`src/rtl/motion_event_ctrl.sv`:
```
// PIR motion path: synchronize and debounce the sensor line, mask sensor warm-up,
// run the idle/motion/hold detector and keep a saturating 4-digit BCD event count.
module motion_event_ctrl #(
  parameter int WARMUP_CYCLES   = 100_000_000,
  parameter int DEBOUNCE_CYCLES = 1_000_000,
  parameter int HOLD_CYCLES     = 200_000_000
) (
  input  logic        clk,
  input  logic        reset,
  input  logic        motion_in,
  input  logic        arm,
  input  logic        clear_count,
  output logic        state_motion,
  output logic        state_stable,
  output logic        warming,
  output logic        motion_pulse,
  output logic [15:0] sseg_value
);

  localparam int WW = $clog2(WARMUP_CYCLES + 1);
  localparam int DW = $clog2(DEBOUNCE_CYCLES + 1);
  localparam int HW = $clog2(HOLD_CYCLES + 1);

  typedef enum logic [1:0] {
    ST_WARMUP = 2'd0,
    ST_IDLE   = 2'd1,
    ST_MOTION = 2'd2,
    ST_HOLD   = 2'd3
  } state_e;

  state_e          state_q, state_d;
  logic            sync1_q, sync2_q, filt_q, filt_prev_q;
  logic [DW-1:0]   db_cnt_q;
  logic [WW-1:0]   warm_cnt_q;
  logic [HW-1:0]   hold_cnt_q;
  logic [15:0]     count_q, count_d, count_inc;
  logic            event_d, filt_rise, carry;
  logic            warming_q, motion_q, stable_q, pulse_q;

  // The stability counter runs only while the synchronized level disagrees with
  // the filtered level; the last count step and the level update share an edge.
  always_ff @(posedge clk or posedge reset) begin
    if (reset) begin
      sync1_q     <= 1'b0;
      sync2_q     <= 1'b0;
      filt_q      <= 1'b0;
      filt_prev_q <= 1'b0;
      db_cnt_q    <= '0;
    end else begin
      sync1_q     <= motion_in;
      sync2_q     <= sync1_q;
      filt_prev_q <= filt_q;
      if (sync2_q == filt_q) begin
        db_cnt_q <= '0;
      end else if (db_cnt_q == DW'(DEBOUNCE_CYCLES - 1)) begin
        filt_q   <= sync2_q;
        db_cnt_q <= '0;
      end else begin
        db_cnt_q <= db_cnt_q + DW'(1);
      end
    end
  end

  assign filt_rise = filt_q & ~filt_prev_q;

  always_comb begin
    state_d = state_q;
    event_d = 1'b0;
    case (state_q)
      ST_WARMUP: if (warm_cnt_q == WW'(WARMUP_CYCLES)) state_d = ST_IDLE;
      ST_IDLE: begin
        if (filt_rise && arm) begin
          state_d = ST_MOTION;
          event_d = 1'b1;
        end
      end
      ST_MOTION: begin
        if (!arm)         state_d = ST_IDLE;
        else if (!filt_q) state_d = ST_HOLD;
      end
      ST_HOLD: begin
        if (!arm)                  state_d = ST_IDLE;
        else if (filt_rise)        state_d = ST_MOTION;
        else if (hold_cnt_q == '0) state_d = ST_IDLE;
      end
      default: state_d = ST_WARMUP;
    endcase
  end

  // BCD increment with per-digit carry; 9999 is held rather than wrapped.
  always_comb begin
    count_inc = count_q;
    carry     = 1'b1;
    for (int i = 0; i < 4; i++) begin
      if (carry) begin
        if (count_inc[i*4 +: 4] == 4'd9) begin
          count_inc[i*4 +: 4] = 4'd0;
        end else begin
          count_inc[i*4 +: 4] = count_inc[i*4 +: 4] + 4'd1;
          carry = 1'b0;
        end
      end
    end
    if (clear_count)                         count_d = '0;
    else if (event_d && count_q != 16'h9999) count_d = count_inc;
    else                                     count_d = count_q;
  end

  always_ff @(posedge clk or posedge reset) begin
    if (reset) begin
      state_q    <= ST_WARMUP;
      warm_cnt_q <= '0;
      hold_cnt_q <= '0;
      count_q    <= '0;
      pulse_q    <= 1'b0;
      warming_q  <= 1'b1;
      motion_q   <= 1'b0;
      stable_q   <= 1'b0;
    end else begin
      state_q   <= state_d;
      count_q   <= count_d;
      pulse_q   <= event_d;
      warming_q <= (state_d == ST_WARMUP);
      motion_q  <= (state_d == ST_MOTION) || (state_d == ST_HOLD);
      stable_q  <= (state_d == ST_IDLE);
      if (state_q == ST_WARMUP && state_d == ST_WARMUP) warm_cnt_q <= warm_cnt_q + WW'(1);
      if (state_q == ST_MOTION && state_d == ST_HOLD) begin
        hold_cnt_q <= HW'(HOLD_CYCLES - 1);
      end else if (state_q == ST_HOLD && hold_cnt_q != '0) begin
        hold_cnt_q <= hold_cnt_q - HW'(1);
      end
    end
  end

  assign warming      = warming_q;
  assign state_motion = motion_q;
  assign state_stable = stable_q;
  assign motion_pulse = pulse_q;
  assign sseg_value   = count_q;

endmodule

```
`config.mk`:
```
export PLATFORM = sky130hd
export DESIGN_NAME = motion_event_ctrl
export DESIGN_NICKNAME = d
export VERILOG_FILES = /design/src/rtl/motion_event_ctrl.sv
export SDC_FILE = /design/constraint.sdc
export NUM_CORES = 1
export LEC_CHECK = 0
export BUFFER_PORTS_ARGS = -buffer_cell sky130_fd_sc_hd__buf_4
export CAP_MARGIN = 30
export CORE_MARGIN = 2
export CORE_UTILIZATION = 45
export CTS_BUF_LIST = sky130_fd_sc_hd__clkbuf_16
export DETAILED_ROUTE_END_ITERATION = 8
export GPL_TIMING_DRIVEN = 0
export MAX_ROUTING_LAYER = met4
export PLACE_DENSITY = 0.69
export SYNTH_ARGS = -nofsm -noshare
export SYNTH_HDL_FRONTEND = slang
export SYNTH_SLANG_ARGS = --single-unit
```
`constraint.sdc`:
```
create_clock -name clk -period 4.4 [get_ports clk]
set_clock_uncertainty 0.2 [all_clocks]
set_input_delay 0.88 -clock clk [delete_from_list [all_inputs] [get_ports clk]]
set_output_delay 0.88 -clock clk [all_outputs]
set_load 0.005 [all_outputs]
```
# Word-level counts from Yosys, hierarchy flattened

Cells that the tools add are included.

Logic and storage cells: 87
Output and inout bits: 20
Input bits: 5
Register bits after elaboration: 101

Equality and inequality tests: 14
Bitwise operators: 3
Reductions and logical operators: 19
Muxes and demuxes: 28
Add/sub/neg operators: 7

Operator list:

| kind                    | count |
|---|---|
| $mux W28                | 2 |
| $mux W20                | 2 |
| $mux W16                | 2 |
| $logic_not A28 Y1       | 1 |
| $mux W4                 | 7 |
| $reduce_bool A28 Y1     | 1 |
| $sub A28 B1 Y28 const B | 1 |
| $add A27 B1 Y27 const B | 1 |
| $eq A27 B27 Y1 const B  | 1 |
| $add A20 B1 Y20 const B | 1 |
| $eq A20 B20 Y1 const B  | 1 |
| $add A4 B1 Y4 const B   | 4 |
| $eq A4 B4 Y1 const B    | 4 |
| $ne A16 B16 Y1 const B  | 1 |
| $mux W2                 | 7 |
| $reduce_bool A2 Y1      | 5 |
| $eq A2 B2 Y1 const B    | 4 |
| $pmux W2 S4             | 1 |
| $reduce_and A2 Y1       | 4 |
| $mux W1                 | 7 |
| $logic_and A1 B1 Y1     | 5 |
| $eq A2 B1 Y1 const B    | 2 |
| $logic_not A2 Y1        | 2 |
| $not A1 Y1              | 2 |
| 3 further kinds         | 3 |

# Depth between registers and ports, before layout

Gate-level depths: netlist (run 1).

Depth in word-level cells: 8
Depth in mapped cells: 8
Gate-level depth less buffers: 7

# Worst setup path before layout (run 1)

No wires, ideal clock.

Path kind: flip-flop to flip-flop
From: reg hold_cnt_q[0]
To: reg hold_cnt_q[5]
Path buffers: 1
Setup slack: 1,807 ps
Library setup time: 131 ps
Stages on the path, launching flop included: 9
Period minus slack after synthesis: 2,593 ps
Data arrival time: 2,262 ps
Data required time: 4,069 ps
Cell sequence: dfrtp_1 -> inv_1 -> ha_1 -> or3b_2 -> or4_1 -> buf_6 -> o211ai_4 -> nor3_1 -> or3_1

Word-level cells in the longest chain between the ends: 8
Elaborated cells on any way between the ends: 13
Those cells by class: 1 x add/sub; 1 x eq/ne; 6 x mux; 5 x reduce/logical

Ends and longest elaborated chain:

| item                                                  | line | source |
|---|---|---|
| start: declaration                                    | 35   | `logic [HW-1:0] hold_cnt_q;` |
| start signal: assignment                              | 128  | `hold_cnt_q <= HW'(HOLD_CYCLES - 1);` |
| start signal: assignment                              | 130  | `hold_cnt_q <= hold_cnt_q - HW'(1);` |
| $logic_not A28 Y1                                     | 84   | `else if (hold_cnt_q == '0) state_d = ST_IDLE;` |
| $mux W2                                               | 84   |  |
| $mux W2                                               | 83   | `else if (filt_rise) state_d = ST_MOTION;` |
| $mux W2                                               | 82   | `if (!arm) state_d = ST_IDLE;` |
| $pmux W2 S4                                           | 69   | `case (state_q)` |
| $eq A2 B2 Y1                                          | 127  | `if (state_q == ST_MOTION && state_d == ST_HOLD) begin` |
| $logic_and A1 B1 Y1                                   | 127  |  |
| $mux W28 / $reduce_bool A2 Y1 (equally long branches) | -    |  |

Several ways; a longest one is shown, not always the timed one. The select of a mux whose other input is x is not followed.
A chain may end at the register's enable or synchronous reset.

# Worst setup path in the final report (run 1)

From: reg state_q[0]
To: reg warm_cnt_q[20]

Word-level cells in the longest chain between the ends: 6
Elaborated cells on any way between the ends: 14
Those cells by class: 3 x eq/ne; 8 x mux; 3 x reduce/logical

Ends and longest elaborated chain:

| item                     | line | source |
|---|---|---|
| start: declaration       | 31   | `state_e state_q, state_d;` |
| start signal: assignment | 120  | `state_q <= state_d;` |
| $mux W2                  | 84   |  |
| $mux W2                  | 83   |  |
| $mux W2                  | 82   |  |
| $pmux W2 S4              | 69   |  |
| $logic_not A2 Y1         | 126  | `if (state_q == ST_WARMUP && state_d == ST_WARMUP) warm_cnt_q <= warm_cnt_q + WW'(1);` |
| $logic_and A1 B1 Y1 *    | 126  |  |
| end signal: assignment   | 126  |  |
| end: declaration         | 34   | `logic [WW-1:0] warm_cnt_q;` |

Mark *: on every way between the ends. The rest lies on a longest branch, timed or not.

==> report_table.html, run 1 <==
<table>
<tr><th>Metric</th><th>Value</th></tr>
<tr><th colspan="2">Run status</th></tr>
<tr><td>Outcome</td><td>finished, final reports clean</td></tr>
<tr><th colspan="2">Global routing</th></tr>
<tr><td>Met1 demand-to-capacity share in global routing</td><td>23.9%</td></tr>
<tr><td>Overflow after GRT</td><td>0</td></tr>
<tr><td>Largest net degree at the start of global routing</td><td>73</td></tr>
<tr><td>M2 GR Usage</td><td>28.9%</td></tr>
<tr><td>First-pass GRT wire length</td><td>16.8 mm</td></tr>
<tr><td>Global routing usage on met3</td><td>3.47%</td></tr>
<tr><td>Overall track demand over capacity in global routing</td><td>18.2%</td></tr>
<tr><td>Via count of the first global-routing pass</td><td>3,633</td></tr>
<tr><td>Antenna violations before repair</td><td>0</td></tr>
<tr><td>Layer with the highest usage</td><td>met2</td></tr>
<tr><th colspan="2">Drt</th></tr>
<tr><td>Vias per Instance</td><td>5.50</td></tr>
<tr><td>Pre-Repair DR Iteration Count</td><td>4</td></tr>
<tr><td>Number of vias in the routed layout</td><td>3,669</td></tr>
<tr><td>Post-route DRC</td><td>0</td></tr>
<tr><td>Routed wire length per instance</td><td>14.3 um</td></tr>
<tr><td>Final routed wirelength across all metal layers</td><td>9.55 mm</td></tr>
<tr><td>DRT antenna net count</td><td>0</td></tr>
<tr><td>Iteration-0 DRC count of the detailed router</td><td>191</td></tr>
<tr><th colspan="2">Pwr</th></tr>
<tr><td>Power dissipated by switching net loads</td><td>0.365 mW</td></tr>
<tr><td>Cell Int Power</td><td>1.37 mW</td></tr>
<tr><td>Static leakage power</td><td>2.28 nW</td></tr>
<tr><td>Share of power burned in the clock network</td><td>44.7%</td></tr>
<tr><td>Share of power burned in combinational logic</td><td>2.0%</td></tr>
<tr><td>Power share of the sequential group</td><td>53.3%</td></tr>
<tr><td>Worst-case vdd ir drop</td><td>206 uV</td></tr>
<tr><td>Power density over cell area</td><td>307 mW/mm^2</td></tr>
<tr><td>Share of total power consumed by net switching</td><td>21.1%</td></tr>
<tr><th colspan="2">Yosys</th></tr>
<tr><td>Post-synthesis cell area</td><td>0.00497 mm^2</td></tr>
<tr><td>Seq cells post-synth</td><td>100</td></tr>
<tr><td>Average size of a mapped cell</td><td>10.2 um^2</td></tr>
<tr><td>Top cell type by total area after synthesis</td><td>sky130_fd_sc_hd__dfrtp_1</td></tr>
<tr><td>Count leader, synth</td><td>sky130_fd_sc_hd__dfrtp_1</td></tr>
<tr><td>Share of flip-flops with an asynchronous set or reset after synthesis</td><td>100%</td></tr>
<tr><td>Most common flop cell mapped by yosys</td><td>sky130_fd_sc_hd__dfrtp_1</td></tr>
<tr><td>Yosys warnings</td><td>0</td></tr>
<tr><td>EDFF count, synth</td><td>0</td></tr>
<tr><td>Cell count after synthesis</td><td>487</td></tr>
<tr><td>Ranking of synthesized cells by instance count</td><td>sky130_fd_sc_hd__dfrtp_1, sky130_fd_sc_hd__nor2_1, sky130_fd_sc_hd__nand2_1, sky130_fd_sc_hd__nand3_1, sky130_fd_sc_hd__xnor2_1</td></tr>
<tr><td>Syn nets</td><td>504</td></tr>
<tr><td>Area share of the leading cell type in the synthesized netlist</td><td>49.9%</td></tr>
<tr><td>Most area-consuming cells after synthesis</td><td>sky130_fd_sc_hd__dfrtp_1, sky130_fd_sc_hd__xnor2_1, sky130_fd_sc_hd__xor2_1</td></tr>
<tr><td>Sequential share of the synthesized area</td><td>50.4%</td></tr>
<tr><td>Unique masters post-synth</td><td>54</td></tr>
<tr><th colspan="2">Finish</th></tr>
<tr><td>Area grow syn2layout</td><td>13.5%</td></tr>
<tr><td>Sequential Area</td><td>0.00250 mm^2</td></tr>
<tr><td>Filler-free cell count of the finished design</td><td>667</td></tr>
<tr><td>Footprint of the multi-input gates</td><td>0.00235 mm^2</td></tr>
<tr><td>Post-layout util</td><td>52.3%</td></tr>
<tr><td>Number of diodes</td><td>0</td></tr>
<tr><td>Net total in the final layout</td><td>540</td></tr>
<tr><td>Fraction of final layout cells sized beyond drive strength 1</td><td>11.0%</td></tr>
<tr><td>Count of fill cells added during filler insertion</td><td>957</td></tr>
<tr><th colspan="2">Placed design</th></tr>
<tr><td>Count of input and output buffers</td><td>23</td></tr>
<tr><td>Final estimated routing congestion in global placement</td><td>0.822</td></tr>
<tr><td>Placed instance count</td><td>652</td></tr>
<tr><td>Post-placement worst setup slack</td><td>1.34 ns</td></tr>
<tr><td>Half-perimeter wire length of the detailed placement result</td><td>6.68 mm</td></tr>
<tr><th colspan="2">STA</th></tr>
<tr><td>Final cycle utilization of the critical path</td><td>64.2%</td></tr>
<tr><td>Fmax</td><td>354 MHz</td></tr>
<tr><td>Worst Hold Slack</td><td>0.157 ns</td></tr>
<tr><td>Slew margin rel.</td><td>35.8%</td></tr>
<tr><td>Slew at the pin closest to its max-slew limit</td><td>0.957 ns</td></tr>
<tr><td>Final setup fails</td><td>0</td></tr>
<tr><td>Final Max Tran Viols</td><td>0</td></tr>
<tr><td>Min setup slack post-route</td><td>1.58 ns</td></tr>
<tr><td>Setup repair after global routing missed its margin</td><td>no</td></tr>
<tr><td>Final number of hold-violating endpoints</td><td>0</td></tr>
<tr><td>Post-route minimum period</td><td>2.82 ns</td></tr>
<tr><th colspan="2">Clock tree</th></tr>
<tr><td>Insertion delay to the later sink of the worst-skew pair</td><td>0.34 ns</td></tr>
<tr><td># Post-CTS Setup Buffers</td><td>0</td></tr>
<tr><td>Cell at the root of the clock tree</td><td>sky130_fd_sc_hd__clkbuf_16</td></tr>
<tr><td>Clock-pin slew reported for the worst setup and hold paths after clock tree synthesis</td><td>0.07 ns</td></tr>
<tr><td>Maximum number of buffers from clock root to sink</td><td>2</td></tr>
<tr><td>Number of buffers inserted during clock tree synthesis</td><td>9</td></tr>
<tr><td># H-tree levels</td><td>3</td></tr>
<tr><td>TritonCTS clock tree</td><td>yes</td></tr>
<tr><td>Hold-fix buffer count after cts</td><td>0</td></tr>
<tr><td>Resize count post-CTS</td><td>0</td></tr>
<tr><td>Number of sinks handled by clock tree synthesis</td><td>100</td></tr>
<tr><th colspan="2">Die</th></tr>
<tr><td>Area inside the core boundary</td><td>0.0108 mm^2</td></tr>
<tr><td>Starting Density</td><td>46.0%</td></tr>
<tr><td>Die X-Extent</td><td>109 um</td></tr>
<tr><td>Row count</td><td>38</td></tr>
<tr><td>Die area</td><td>0.0119 mm^2</td></tr>
<tr><td>Die extent in y</td><td>109 um</td></tr>
<tr><td>Boundary Pins</td><td>25</td></tr>
<tr><th colspan="2">Critical path</th></tr>
<tr><td>Startpoint types</td><td>flop</td></tr>
<tr><td>Data arrival time at the worst-slack endpoint</td><td>2.85 ns</td></tr>
<tr><td>Data required time at the worst endpoint</td><td>4.43 ns</td></tr>
<tr><td>Kind of end point of the critical path</td><td>flop</td></tr>
<tr><td>CP Class</td><td>reg2reg</td></tr>
<tr><td>Maximum fanout along the worst path</td><td>10</td></tr>
<tr><th colspan="2">Flow run</th></tr>
<tr><td>Maximum Capacitance Violations</td><td>0</td></tr>
<tr><th colspan="2">Min path</th></tr>
<tr><td>Kind of path behind the tightest hold check</td><td>reg2reg</td></tr>
</table>
==> state kept, by name, summed over array words and instances (netlist names), 16 cells and up <==
name        cells
hold_cnt_q     28
db_cnt_q       20
warm_cnt_q     27
sseg_value     16
==> layer usage <==
layer  up-vias  part of all wire (%)
li1       1818                     -
met1      1800                    49
met2        40                    48
met3        11                   2.3
met4         0                   1.3
met5         -                     0
==> metrics by stage <==
stage	setup TNS [ns]	cell area [um^2]	power (mW)
after floorplan	0	4970	0.965
after global placement	-43.69	5320	0.975
after detailed placement	0	5350	0.979
after CTS	0	5640	1.76
after global routing	0	5640	1.80
final	0	5640	1.73
==> worst paths after layout <==
kind                       depth (start not counted)  slack (ns)              to       start
max                                                6        1.58  warm_cnt_q[20]  state_q[0]
min                                                0        0.16         sync2_q     sync1_q
max reg2reg                                        6        1.58  warm_cnt_q[20]  state_q[0]
min reg2reg                                        0        0.16         sync2_q     sync1_q
max in group asynchronous                          3        2.99     db_cnt_q[6]       reset
min in group asynchronous                          2        0.34     db_cnt_q[3]       reset
==> power groups by stage <==
| stage | logic [mW] | clock network [mW] | registers, mW |
|---|---|---|---|
| after floorplan | 0.0227 | 0 | 0.942 |
| after global placement | 0.0325 | 0 | 0.942 |
| after detailed placement | 0.0369 | 0 | 0.942 |
| after CTS | 0.0370 | 0.794 | 0.925 |
| after global routing | 0.0417 | 0.834 | 0.925 |
| final | 0.0350 | 0.774 | 0.925 |
==> cells by family after synthesis <==
logic type / count (synthesis) / share of synthesized area (%)
AND/OR/NAND/NOR: 233 / 25.6
flip-flops: 100 / 50.4
XOR/XNOR: 55 / 9.70
AO/OA/AOI/OAI: 51 / 7.38
buffers and inverters: 28 / 2.27
adder cells (fa/ha/maj): 12 / 3.02
multiplexers: 8 / 1.66
==> worst max-delay path: stages, from the launching register on <==
cell	delay (ns)
sky130_fd_sc_hd__dfrtp_1	0.36
sky130_fd_sc_hd__clkbuf_1	0.19
sky130_fd_sc_hd__nor4bb_1	0.60
sky130_fd_sc_hd__nand4_1	0.36
sky130_fd_sc_hd__nor3_1	0.65
sky130_fd_sc_hd__nand3_1	0.20
sky130_fd_sc_hd__xnor2_1	0.16
==> cell type report <==
class	count	share of cell area [%]
Buffer	14	1.06
Clock buffer	9	3.99
Clock inverter	6	1.15
Inverter	14	0.976
Multi-Input combinational cell	359	41.7
Sequential cell	100	44.4
Tap cell	140	3.10
Timing Repair Buffer	25	3.64
==> placed cells by master (no fill, tap or decap), types with 4 or more instances in the layout <==
master / count
sky130_fd_sc_hd__nor2_1: 50
sky130_fd_sc_hd__dfrtp_1: 99
sky130_fd_sc_hd__or3_1: 15
sky130_fd_sc_hd__mux2i_1: 6
sky130_fd_sc_hd__a21oi_1: 10
sky130_fd_sc_hd__nor4_1: 11
sky130_fd_sc_hd__or4_1: 8
sky130_fd_sc_hd__xor2_1: 23
sky130_fd_sc_hd__o41ai_1: 4
sky130_fd_sc_hd__clkbuf_1: 9
sky130_fd_sc_hd__nand2_1: 40
sky130_fd_sc_hd__ha_1: 12
sky130_fd_sc_hd__nor3_1: 10
sky130_fd_sc_hd__or2_2: 4
sky130_fd_sc_hd__xnor2_1: 32
sky130_fd_sc_hd__nand4_1: 20
sky130_fd_sc_hd__buf_1: 4
sky130_fd_sc_hd__clkbuf_16: 9
sky130_fd_sc_hd__and3b_1: 4
sky130_fd_sc_hd__o21ai_0: 12
sky130_fd_sc_hd__and3_1: 5
sky130_fd_sc_hd__buf_4: 23
sky130_fd_sc_hd__o31ai_1: 6
sky130_fd_sc_hd__inv_1: 13
sky130_fd_sc_hd__nand3_1: 34
sky130_fd_sc_hd__and4_1: 5
(Power assumes the default switching activity.)
==> inputs of run 2 (changes only) <==
--- a/config.mk
+++ b/config.mk
@@ -5,6 +5,7 @@
 export SDC_FILE = /design/constraint.sdc
 export NUM_CORES = 1
 export LEC_CHECK = 0
+export ABC_AREA = 1
 export BUFFER_PORTS_ARGS = -buffer_cell sky130_fd_sc_hd__buf_4
 export CAP_MARGIN = 30
 export CORE_MARGIN = 2
@@ -13,7 +14,7 @@
 export DETAILED_ROUTE_END_ITERATION = 8
 export GPL_TIMING_DRIVEN = 0
 export MAX_ROUTING_LAYER = met4
-export PLACE_DENSITY = 0.69
+export PLACE_DENSITY = 0.68
 export SYNTH_ARGS = -nofsm -noshare
 export SYNTH_HDL_FRONTEND = slang
 export SYNTH_SLANG_ARGS = --single-unit
==> constraint.sdc (replaced) <==
create_clock -name clk -period 2.85 [get_ports clk]
set_clock_uncertainty 0.2 [all_clocks]
set_input_delay 0.57 -clock clk [delete_from_list [all_inputs] [get_ports clk]]
set_output_delay 0.57 -clock clk [all_outputs]
set_load 0.005 [all_outputs]
==> run 2 against run 1 <==
Die area is 20% higher. Setup slack worse by 0.85 ns. Routed wire length increased by 32%. Sequential power rose by 61%. Synthesized area is 20% higher.
==> report_table.html, run 2 <==
<table>
<tr><th>Metric</th><th>Value</th></tr>
<tr><th colspan="2">Finish</th></tr>
<tr><td>Filler-free cell count of the finished design</td><td>1,010 (+51%)</td></tr>
<tr><td>Count of fill cells added during filler insertion</td><td>1,270 (+33%)</td></tr>
<tr><td>Registers with the most flip-flops</td><td>hold_cnt_q: 28 flops, warm_cnt_q: 27 flops, db_cnt_q: 20 flops</td></tr>
<tr><td>Commonest non-fill, non-tap cells in the layout</td><td>sky130_fd_sc_hd__nand2_1, sky130_fd_sc_hd__nor2_1, sky130_fd_sc_hd__dfrtp_1</td></tr>
<tr><td>Number of diodes</td><td>0 (unchanged)</td></tr>
<tr><td>Most common library cell in the layout ignoring fill and taps</td><td>sky130_fd_sc_hd__nand2_1</td></tr>
<tr><td>Sequential Area</td><td>0.00250 mm^2 (unchanged)</td></tr>
<tr><td>Register ranked first by flip-flop count</td><td>hold_cnt_q</td></tr>
<tr><td>Net total in the final layout</td><td>846 (+57%)</td></tr>
<tr><td>Area grow syn2layout</td><td>12.2%</td></tr>
<tr><td>Fraction of final layout cells sized beyond drive strength 1</td><td>12.2% (+1.2 points)</td></tr>
<tr><td>Footprint of the multi-input gates</td><td>0.00302 mm^2 (+29%)</td></tr>
<tr><td>Post-layout util</td><td>51.3% (-1.0 points)</td></tr>
<tr><td>Max reg flops</td><td>28 (unchanged)</td></tr>
<tr><th colspan="2">STA</th></tr>
<tr><td>Setup_tns</td><td>0 ns (unchanged)</td></tr>
<tr><td>Fmax</td><td>471 MHz (+33%)</td></tr>
<tr><td>Final setup fails</td><td>0 (unchanged)</td></tr>
<tr><td>Setup repair after global routing missed its margin</td><td>no</td></tr>
<tr><td>Min setup slack post-route</td><td>0.727 ns (-0.850 ns)</td></tr>
<tr><td>Final number of hold-violating endpoints</td><td>0 (unchanged)</td></tr>
<tr><td>Post-route minimum period</td><td>2.12 ns (-0.700 ns)</td></tr>
<tr><td>Slew margin rel.</td><td>44.5% (+8.7 points)</td></tr>
<tr><td>Final Max Tran Viols</td><td>0 (unchanged)</td></tr>
<tr><td>Slew at the pin closest to its max-slew limit</td><td>0.831 ns (-0.126 ns)</td></tr>
<tr><td>Final cycle utilization of the critical path</td><td>74.5% (+10 points)</td></tr>
<tr><th colspan="2">Critical path</th></tr>
<tr><td>Slowest stage cell on the critical path</td><td>sky130_fd_sc_hd__dfrtp_1</td></tr>
<tr><td>Kind of end point of the critical path</td><td>flop</td></tr>
<tr><td>Family with the most delay on the worst path</td><td>simple AND/OR/NAND/NOR gates</td></tr>
<tr><td>Data required time at the worst endpoint</td><td>2.90 ns (-1.53 ns)</td></tr>
<tr><td>CP bufs+invs</td><td>2 (+1)</td></tr>
<tr><td>Startpoint types</td><td>flop</td></tr>
<tr><td>Data arrival time at the worst-slack endpoint</td><td>2.17 ns (-0.68 ns)</td></tr>
<tr><td>Crit-path cells</td><td>ha_1, nand3_1, nor2_2, inv_1, nor2_2, nand3_1, nand2_1, inv_1, nand2_1, nor2_1</td></tr>
<tr><td>Maximum fanout along the worst path</td><td>8 (-2)</td></tr>
<tr><td>CP Class</td><td>reg2reg</td></tr>
<tr><td>CP peak stage delay</td><td>0.38 ns (-0.27 ns)</td></tr>
<tr><th colspan="2">Yosys</th></tr>
<tr><td>Syn nets</td><td>809 (+61%)</td></tr>
<tr><td>Average size of a mapped cell</td><td>7.55 um^2 (-26%)</td></tr>
<tr><td>Seq cells post-synth</td><td>100 (unchanged)</td></tr>
<tr><td>Most area-consuming cells after synthesis</td><td>sky130_fd_sc_hd__dfrtp_1, sky130_fd_sc_hd__nand2_1, sky130_fd_sc_hd__nor2_1</td></tr>
<tr><td>Count leader, synth</td><td>sky130_fd_sc_hd__nand2_1</td></tr>
<tr><td>Area share of the leading cell type in the synthesized netlist</td><td>41.4% (-8.4 points)</td></tr>
<tr><td>Share of flip-flops with an asynchronous set or reset after synthesis</td><td>100% (unchanged)</td></tr>
<tr><td>Cell count after synthesis</td><td>792 (+63%)</td></tr>
<tr><td>Unique masters post-synth</td><td>43 (-20%)</td></tr>
<tr><td>Post-synthesis cell area</td><td>0.00598 mm^2 (+20%)</td></tr>
<tr><td>Top cell type by total area after synthesis</td><td>sky130_fd_sc_hd__dfrtp_1</td></tr>
<tr><td>Most common flop cell mapped by yosys</td><td>sky130_fd_sc_hd__dfrtp_1</td></tr>
<tr><td>Yosys warnings</td><td>0 (unchanged)</td></tr>
<tr><td>EDFF count, synth</td><td>0 (unchanged)</td></tr>
<tr><td>Sequential share of the synthesized area</td><td>41.9% (-8.5 points)</td></tr>
<tr><td>Ranking of synthesized cells by instance count</td><td>sky130_fd_sc_hd__nand2_1, sky130_fd_sc_hd__nor2_1, sky130_fd_sc_hd__dfrtp_1, sky130_fd_sc_hd__inv_1, sky130_fd_sc_hd__nand3_1</td></tr>
<tr><th colspan="2">Drt</th></tr>
<tr><td>Post-route DRC</td><td>0 (unchanged)</td></tr>
<tr><td>Final routed wirelength across all metal layers</td><td>12.6 mm (+32%)</td></tr>
<tr><td>Iteration-0 DRC count of the detailed router</td><td>351 (+84%)</td></tr>
<tr><td>Pre-Repair DR Iteration Count</td><td>4 (unchanged)</td></tr>
<tr><td>DRT antenna net count</td><td>0 (unchanged)</td></tr>
<tr><td>Number of vias in the routed layout</td><td>4,930 (+34%)</td></tr>
<tr><td>Routed wire length per instance</td><td>12.4 um (-13%)</td></tr>
<tr><td>Vias per Instance</td><td>4.88 (-11%)</td></tr>
<tr><th colspan="2">Clock tree</th></tr>
<tr><td>Resize count post-CTS</td><td>0 (unchanged)</td></tr>
<tr><td># Post-CTS Setup Buffers</td><td>0 (unchanged)</td></tr>
<tr><td>Number of buffers inserted during clock tree synthesis</td><td>9 (unchanged)</td></tr>
<tr><td>Hold-fix buffer count after cts</td><td>0 (unchanged)</td></tr>
<tr><td>Maximum number of buffers from clock root to sink</td><td>2 (unchanged)</td></tr>
<tr><td>TritonCTS clock tree</td><td>yes</td></tr>
<tr><td>Cell at the root of the clock tree</td><td>sky130_fd_sc_hd__clkbuf_16</td></tr>
<tr><td># H-tree levels</td><td>3 (unchanged)</td></tr>
<tr><td>Insertion delay to the later sink of the worst-skew pair</td><td>0.35 ns (about the same)</td></tr>
<tr><td>Number of sinks handled by clock tree synthesis</td><td>100 (unchanged)</td></tr>
<tr><td>Clock-pin slew reported for the worst setup and hold paths after clock tree synthesis</td><td>0.07 ns (about the same)</td></tr>
<tr><th colspan="2">Global routing</th></tr>
<tr><td>Via count of the first global-routing pass</td><td>4,795 (+32%)</td></tr>
<tr><td>Largest net degree at the start of global routing</td><td>42 (-42%)</td></tr>
<tr><td>Overall track demand over capacity in global routing</td><td>19.8% (+1.5 points)</td></tr>
<tr><td>Antenna violations before repair</td><td>0 (unchanged)</td></tr>
<tr><td>First-pass GRT wire length</td><td>22.4 mm (+33%)</td></tr>
<tr><td>Overflow after GRT</td><td>0 (unchanged)</td></tr>
<tr><th colspan="2">Die</th></tr>
<tr><td>Row count</td><td>42 (+11%)</td></tr>
<tr><td>Die area</td><td>0.0142 mm^2 (+20%)</td></tr>
<tr><td>Area inside the core boundary</td><td>0.0131 mm^2 (+21%)</td></tr>
<tr><td>Die extent in y</td><td>119 um (+9.4%)</td></tr>
<tr><td>Boundary Pins</td><td>25 (unchanged)</td></tr>
<tr><td>Starting Density</td><td>45.7% (-0.33 points)</td></tr>
<tr><td>Die X-Extent</td><td>119 um (+9.4%)</td></tr>
<tr><th colspan="2">Pwr</th></tr>
<tr><td>Worst-case vdd ir drop</td><td>418 uV (+100%)</td></tr>
<tr><td>Static leakage power</td><td>3.14 nW (+37%)</td></tr>
<tr><td>Sum of internal, switching and leakage power</td><td>2.89 mW (+67%)</td></tr>
<tr><td>Power density over cell area</td><td>431 mW/mm^2 (+40%)</td></tr>
<tr><th colspan="2">Min path</th></tr>
<tr><td>Kind of path behind the tightest hold check</td><td>in2reg</td></tr>
<tr><th colspan="2">Placed design</th></tr>
<tr><td>Post-placement worst setup slack</td><td>0.695 ns (-0.648 ns)</td></tr>
<tr><td>Placed instance count</td><td>994 (+52%)</td></tr>
<tr><td>Half-perimeter wire length of the detailed placement result</td><td>9.07 mm (+36%)</td></tr>
<tr><td>Final estimated routing congestion in global placement</td><td>0.963 (+17%)</td></tr>
<tr><td>Count of input and output buffers</td><td>24 (+4.3%)</td></tr>
<tr><th colspan="2">Flow run</th></tr>
<tr><td>Maximum Capacitance Violations</td><td>0 (unchanged)</td></tr>
<tr><th colspan="2">Run status</th></tr>
<tr><td>Outcome</td><td>finished, final reports clean</td></tr>
</table>
run 2: path summary, 6_finish.rpt:
check / start / end / slack [ns] / depth (start not counted)
worst max-delay path: db_cnt_q[0] / db_cnt_q[14] / 0.73 / 10
worst min-delay path: motion_in / sync1_q / 0.12 / 1
worst max register to register: db_cnt_q[0] / db_cnt_q[14] / 0.73 / 10
worst min register to register: sync1_q / sync2_q / 0.15 / 0
max in group asynchronous: reset / warming / 1.35 / 4
min in group asynchronous: reset / hold_cnt_q[4] / 0.17 / 2
run 2: final cells by class:
type                            instances  share of cell area (%)
Multi-Input combinational cell        591                    45.1
Sequential cell                       100                    37.3
Inverter                               91                    5.19
Clock buffer                            9                    3.36
Timing Repair Buffer                   26                    3.28
Tap cell                              176                    3.28
Buffer                                 10                    1.64
Clock inverter                          7                   0.858
run 2: kinds of logic (layout without fill, tap and decap cells):
logic type	after synthesis	count (layout)	synth area share, %
buffers and inverters	101	143	7.59
XOR/XNOR	47	47	6.88
adder cells (fa/ha/maj)	12	12	2.51
AND/OR/NAND/NOR	497	497	37.6
multiplexers	1	1	0.188
flip-flops	100	100	41.9
AO/OA/AOI/OAI	34	34	3.41
run 2: report_power, final:
| part | internal [mW] | switching [mW] | leakage (nW) |
|---|---|---|---|
| clock network | 0.609 | 0.596 | 0.137 |
| registers | 1.45 | 0.0436 | 1.23 |
| logic | 0.0843 | 0.106 | 1.77 |
run 2: metal layers:
| layer | vias up | track usage [%] | share of wire [%] |
|---|---|---|---|
| li1 | 2581 | - | - |
| met1 | 2275 | 27.4 | 51 |
| met2 | 64 | 29.5 | 45 |
| met3 | 10 | 4.93 | 3.4 |
| met4 | 0 | 4.17 | 0.91 |
| met5 | - | - | 0 |
run 2: worst reg2reg max path: cells and delay by family, from the launching register on:
kind / cells / cell delay, ns
adders and majority gates: 1 / 0.21
buffers and inverters: 2 / 0.26
DFF: 1 / 0.38
and+or+nand+nor: 7 / 0.97
run 2: stage by stage:
step / area, um^2 / hold WS (ns)
after floorplan: 5980 / 0.131
after CTS: 6710 / 0.106
after global placement: 6380 / 0.138
after detailed placement: 6420 / 0.137
final: 6710 / 0.124
after global routing: 6710 / 0.109
==> inputs of run 3 (changes only) <==
==> constraint.sdc (replaced) <==
create_clock -name clk -period 2.2 [get_ports clk]
set_clock_uncertainty 0.2 [all_clocks]
set_input_delay 0.44 -clock clk [delete_from_list [all_inputs] [get_ports clk]]
set_output_delay 0.44 -clock clk [all_outputs]
set_load 0.005 [all_outputs]
==> run 3 against run 2 <==
Sequential cell count did not move. Count of clock-buffer cells in the layout did not move. Sequential power rose by 30%. Via count rose by 0.34%. Critical path type unchanged. Highest routed layer unchanged.
==> report_table.html, run 3 (synthesized netlist as in run 2, its figures left out) <==
<table>
<tr><th>Metric</th><th>Value</th></tr>
<tr><th colspan="2">Clock tree</th></tr>
<tr><td># H-tree levels</td><td>3 (unchanged)</td></tr>
<tr><td>Insertion delay to the later sink of the worst-skew pair</td><td>0.36 ns (about the same)</td></tr>
<tr><td>Maximum number of buffers from clock root to sink</td><td>2 (unchanged)</td></tr>
<tr><td>TritonCTS clock tree</td><td>yes</td></tr>
<tr><td>Cell at the root of the clock tree</td><td>sky130_fd_sc_hd__clkbuf_16</td></tr>
<tr><td>Clock-pin slew reported for the worst setup and hold paths after clock tree synthesis</td><td>0.08 ns (about the same)</td></tr>
<tr><td>Number of sinks handled by clock tree synthesis</td><td>100 (unchanged)</td></tr>
<tr><td>Number of buffers inserted during clock tree synthesis</td><td>9 (unchanged)</td></tr>
<tr><th colspan="2">Placed design</th></tr>
<tr><td>Final estimated routing congestion in global placement</td><td>0.963 (unchanged)</td></tr>
<tr><td>Count of input and output buffers</td><td>24 (unchanged)</td></tr>
<tr><td>Placed instance count</td><td>994 (unchanged)</td></tr>
<tr><td>Half-perimeter wire length of the detailed placement result</td><td>9.07 mm (unchanged)</td></tr>
<tr><th colspan="2">Die</th></tr>
<tr><td>Area inside the core boundary</td><td>0.0131 mm^2 (unchanged)</td></tr>
<tr><td>Die extent in y</td><td>119 um (unchanged)</td></tr>
<tr><td>Starting Density</td><td>45.7% (unchanged)</td></tr>
<tr><td>Die X-Extent</td><td>119 um (unchanged)</td></tr>
<tr><td>Row count</td><td>42 (unchanged)</td></tr>
<tr><td>Boundary Pins</td><td>25 (unchanged)</td></tr>
<tr><td>Die area</td><td>0.0142 mm^2 (unchanged)</td></tr>
<tr><th colspan="2">Global routing</th></tr>
<tr><td>Largest net degree at the start of global routing</td><td>42 (unchanged)</td></tr>
<tr><td>First-pass GRT wire length</td><td>22.4 mm (about the same)</td></tr>
<tr><td>Overall track demand over capacity in global routing</td><td>19.8% (unchanged)</td></tr>
<tr><td>Overflow after GRT</td><td>0 (unchanged)</td></tr>
<tr><td>Antenna violations before repair</td><td>0 (unchanged)</td></tr>
<tr><td>Via count of the first global-routing pass</td><td>4,801 (+0.13%)</td></tr>
<tr><th colspan="2">STA</th></tr>
<tr><td>Fmax</td><td>486 MHz (+3.2%)</td></tr>
<tr><td>Final Max Tran Viols</td><td>0 (unchanged)</td></tr>
<tr><td>Final cycle utilization of the critical path</td><td>93.5% (+19 points)</td></tr>
<tr><td>Post-route minimum period</td><td>2.06 ns (-0.0662 ns)</td></tr>
<tr><td>Slew at the pin closest to its max-slew limit</td><td>0.824 ns (-0.00657 ns)</td></tr>
<tr><td>Final number of hold-violating endpoints</td><td>0 (unchanged)</td></tr>
<tr><td>Slew margin rel.</td><td>44.9% (+0.44 points)</td></tr>
<tr><td>Final setup fails</td><td>0 (unchanged)</td></tr>
<tr><th colspan="2">Drt</th></tr>
<tr><td>Post-route DRC</td><td>0 (unchanged)</td></tr>
<tr><td>Pre-Repair DR Iteration Count</td><td>4 (unchanged)</td></tr>
<tr><td>Iteration-0 DRC count of the detailed router</td><td>355 (+1.1%)</td></tr>
<tr><td>Routed wire length per instance</td><td>12.5 um (+0.29%)</td></tr>
<tr><td>Vias per Instance</td><td>4.89 (+0.15%)</td></tr>
<tr><td>Final routed wirelength across all metal layers</td><td>12.6 mm (+0.49%)</td></tr>
<tr><td>DRT antenna net count</td><td>0 (unchanged)</td></tr>
<tr><td>Number of vias in the routed layout</td><td>4,947 (+0.34%)</td></tr>
<tr><th colspan="2">Flow run</th></tr>
<tr><td>Maximum Capacitance Violations</td><td>0 (unchanged)</td></tr>
<tr><th colspan="2">Critical path</th></tr>
<tr><td>CP Class</td><td>reg2reg</td></tr>
<tr><td>Data arrival time at the worst-slack endpoint</td><td>2.10 ns (-0.07 ns)</td></tr>
<tr><td>Worst r2r src</td><td>sseg_value[5]</td></tr>
<tr><td>Kind of end point of the critical path</td><td>flop</td></tr>
<tr><td>Data required time at the worst endpoint</td><td>2.24 ns (-0.66 ns)</td></tr>
<tr><td>Worst setup startpoint</td><td>sseg_value[5]</td></tr>
<tr><td>Startpoint types</td><td>flop</td></tr>
<tr><td>Slowest stage cell on the critical path</td><td>sky130_fd_sc_hd__dfrtp_1</td></tr>
<tr><td>Cell mode on critical path</td><td>sky130_fd_sc_hd__nand2_4</td></tr>
<tr><td>CP peak stage delay</td><td>0.44 ns (+0.06 ns)</td></tr>
<tr><td>Maximum fanout along the worst path</td><td>8 (unchanged)</td></tr>
<tr><td>Crit-path cells</td><td>inv_1, ha_1, nand3_2, nor2_1, nand3_1, nand2_2, nand2_4, nand2_4, a21oi_4, buf_4, nand2_1, o21ai_0</td></tr>
<tr><th colspan="2">Finish</th></tr>
<tr><td>Filler-free cell count of the finished design</td><td>1,012 (+0.20%)</td></tr>
<tr><td>Most common library cell in the layout ignoring fill and taps</td><td>sky130_fd_sc_hd__nand2_1</td></tr>
<tr><td>Registers with the most flip-flops</td><td>hold_cnt_q: 28 flops, warm_cnt_q: 27 flops, db_cnt_q: 20 flops</td></tr>
<tr><td>Number of diodes</td><td>0 (unchanged)</td></tr>
<tr><td>Net total in the final layout</td><td>848 (+0.24%)</td></tr>
<tr><td>Register ranked first by flip-flop count</td><td>hold_cnt_q</td></tr>
<tr><td>Commonest non-fill, non-tap cells in the layout</td><td>sky130_fd_sc_hd__nand2_1, sky130_fd_sc_hd__nor2_1, sky130_fd_sc_hd__dfrtp_1</td></tr>
<tr><td>Fraction of final layout cells sized beyond drive strength 1</td><td>12.9% (+0.69 points)</td></tr>
<tr><td>Area grow syn2layout</td><td>13.0%</td></tr>
<tr><td>Max reg flops</td><td>28 (unchanged)</td></tr>
<tr><th colspan="2">Min path</th></tr>
<tr><td>Kind of path behind the tightest hold check</td><td>in2async</td></tr>
<tr><th colspan="2">Pwr</th></tr>
<tr><td>Static leakage power</td><td>3.15 nW (+0.38%)</td></tr>
<tr><td>Worst-case vdd ir drop</td><td>541 uV (+30%)</td></tr>
<tr><td>Sum of internal, switching and leakage power</td><td>3.75 mW (+30%)</td></tr>
<tr><td>Power density over cell area</td><td>555 mW/mm^2 (+29%)</td></tr>
<tr><th colspan="2">Run status</th></tr>
<tr><td>Outcome</td><td>finished, final reports clean</td></tr>
</table>
## run 3: cell types whose count changed in the layout (fill, tap and decap cells not counted), sizes merged
cell,delta
dlygate4sd3,+1
buf,+1
## run 3: where the power goes
group	switching [mW]	internal, mW	leakage (nW)
combinational	0.138	0.112	1.78
clock	0.775	0.789	0.137
sequential	0.0573	1.88	1.23
## run 3: worst paths after layout
path                            endpoint  slack (ns)  depth (start not counted)
max                        sseg_value[9]        0.14                         12
min                        hold_cnt_q[4]        0.03                          2
max reg2reg                sseg_value[9]        0.14                         12
min reg2reg                      sync2_q        0.15                          0
max in group asynchronous        warming        0.84                          4
min in group clk                 sync2_q        0.15                          0
## run 3: layer usage
layer / vias up / wire [um] / share of wire (%) / global-route usage (%)
li1: 2587 / - / - / -
met1: 2299 / 6350 / 50 / 27.4
met2: 49 / 5710 / 45 / 29.5
met3: 12 / 450 / 3.6 / 4.93
met4: 0 / 123 / 0.97 / 4.17
met5: - / 0 / 0 / -
## run 3: repair_timing
| item | CTS | global route |
|---|---|---|
| buffers inserted | 0 | 1 |
| resized for setup | 0 | 7 |
| hold buffers | 1 | 0 |
| endpoints found under the setup margin | 0 | 23 |
| endpoints found under the hold margin | 1 | 0 |
## run 3: layout make-up
class	instances	area (um^2)
Fill cell	1267	6330
Sequential cell	100	2500
Tap cell	176	220
Buffer	10	110
Clock inverter	7	57.6
Timing Repair Buffer	28	238
Clock buffer	9	225
Multi-Input combinational cell	591	3050
Inverter	91	348
## run 3: metrics by stage
stage	hold slack (ns)	instance area (um^2)	util [%]	setup TNS [ns]	worst slack [ns]
floorplan	0.131	5980	-	0	0.361
global placement	0.138	6380	48.8	-38.38	-0.396
detailed placement	0.137	6420	49.1	0	0.0448
CTS	0.0726	6720	51.3	0	0.0436
global route	0.103	6760	51.6	-0.0381	-0.0128
finish	0.0270	6760	51.6	0	0.143
## run 3: worst max-delay path: cells and delay by family (launching register included)
kind                       cells  cell delay [ns]
and+or+nand+nor                7             0.77
adders and majority gates      1             0.16
AOI/OAI and AO/OA              2             0.13
buffers and inverters          2             0.25
DFF                            1             0.44
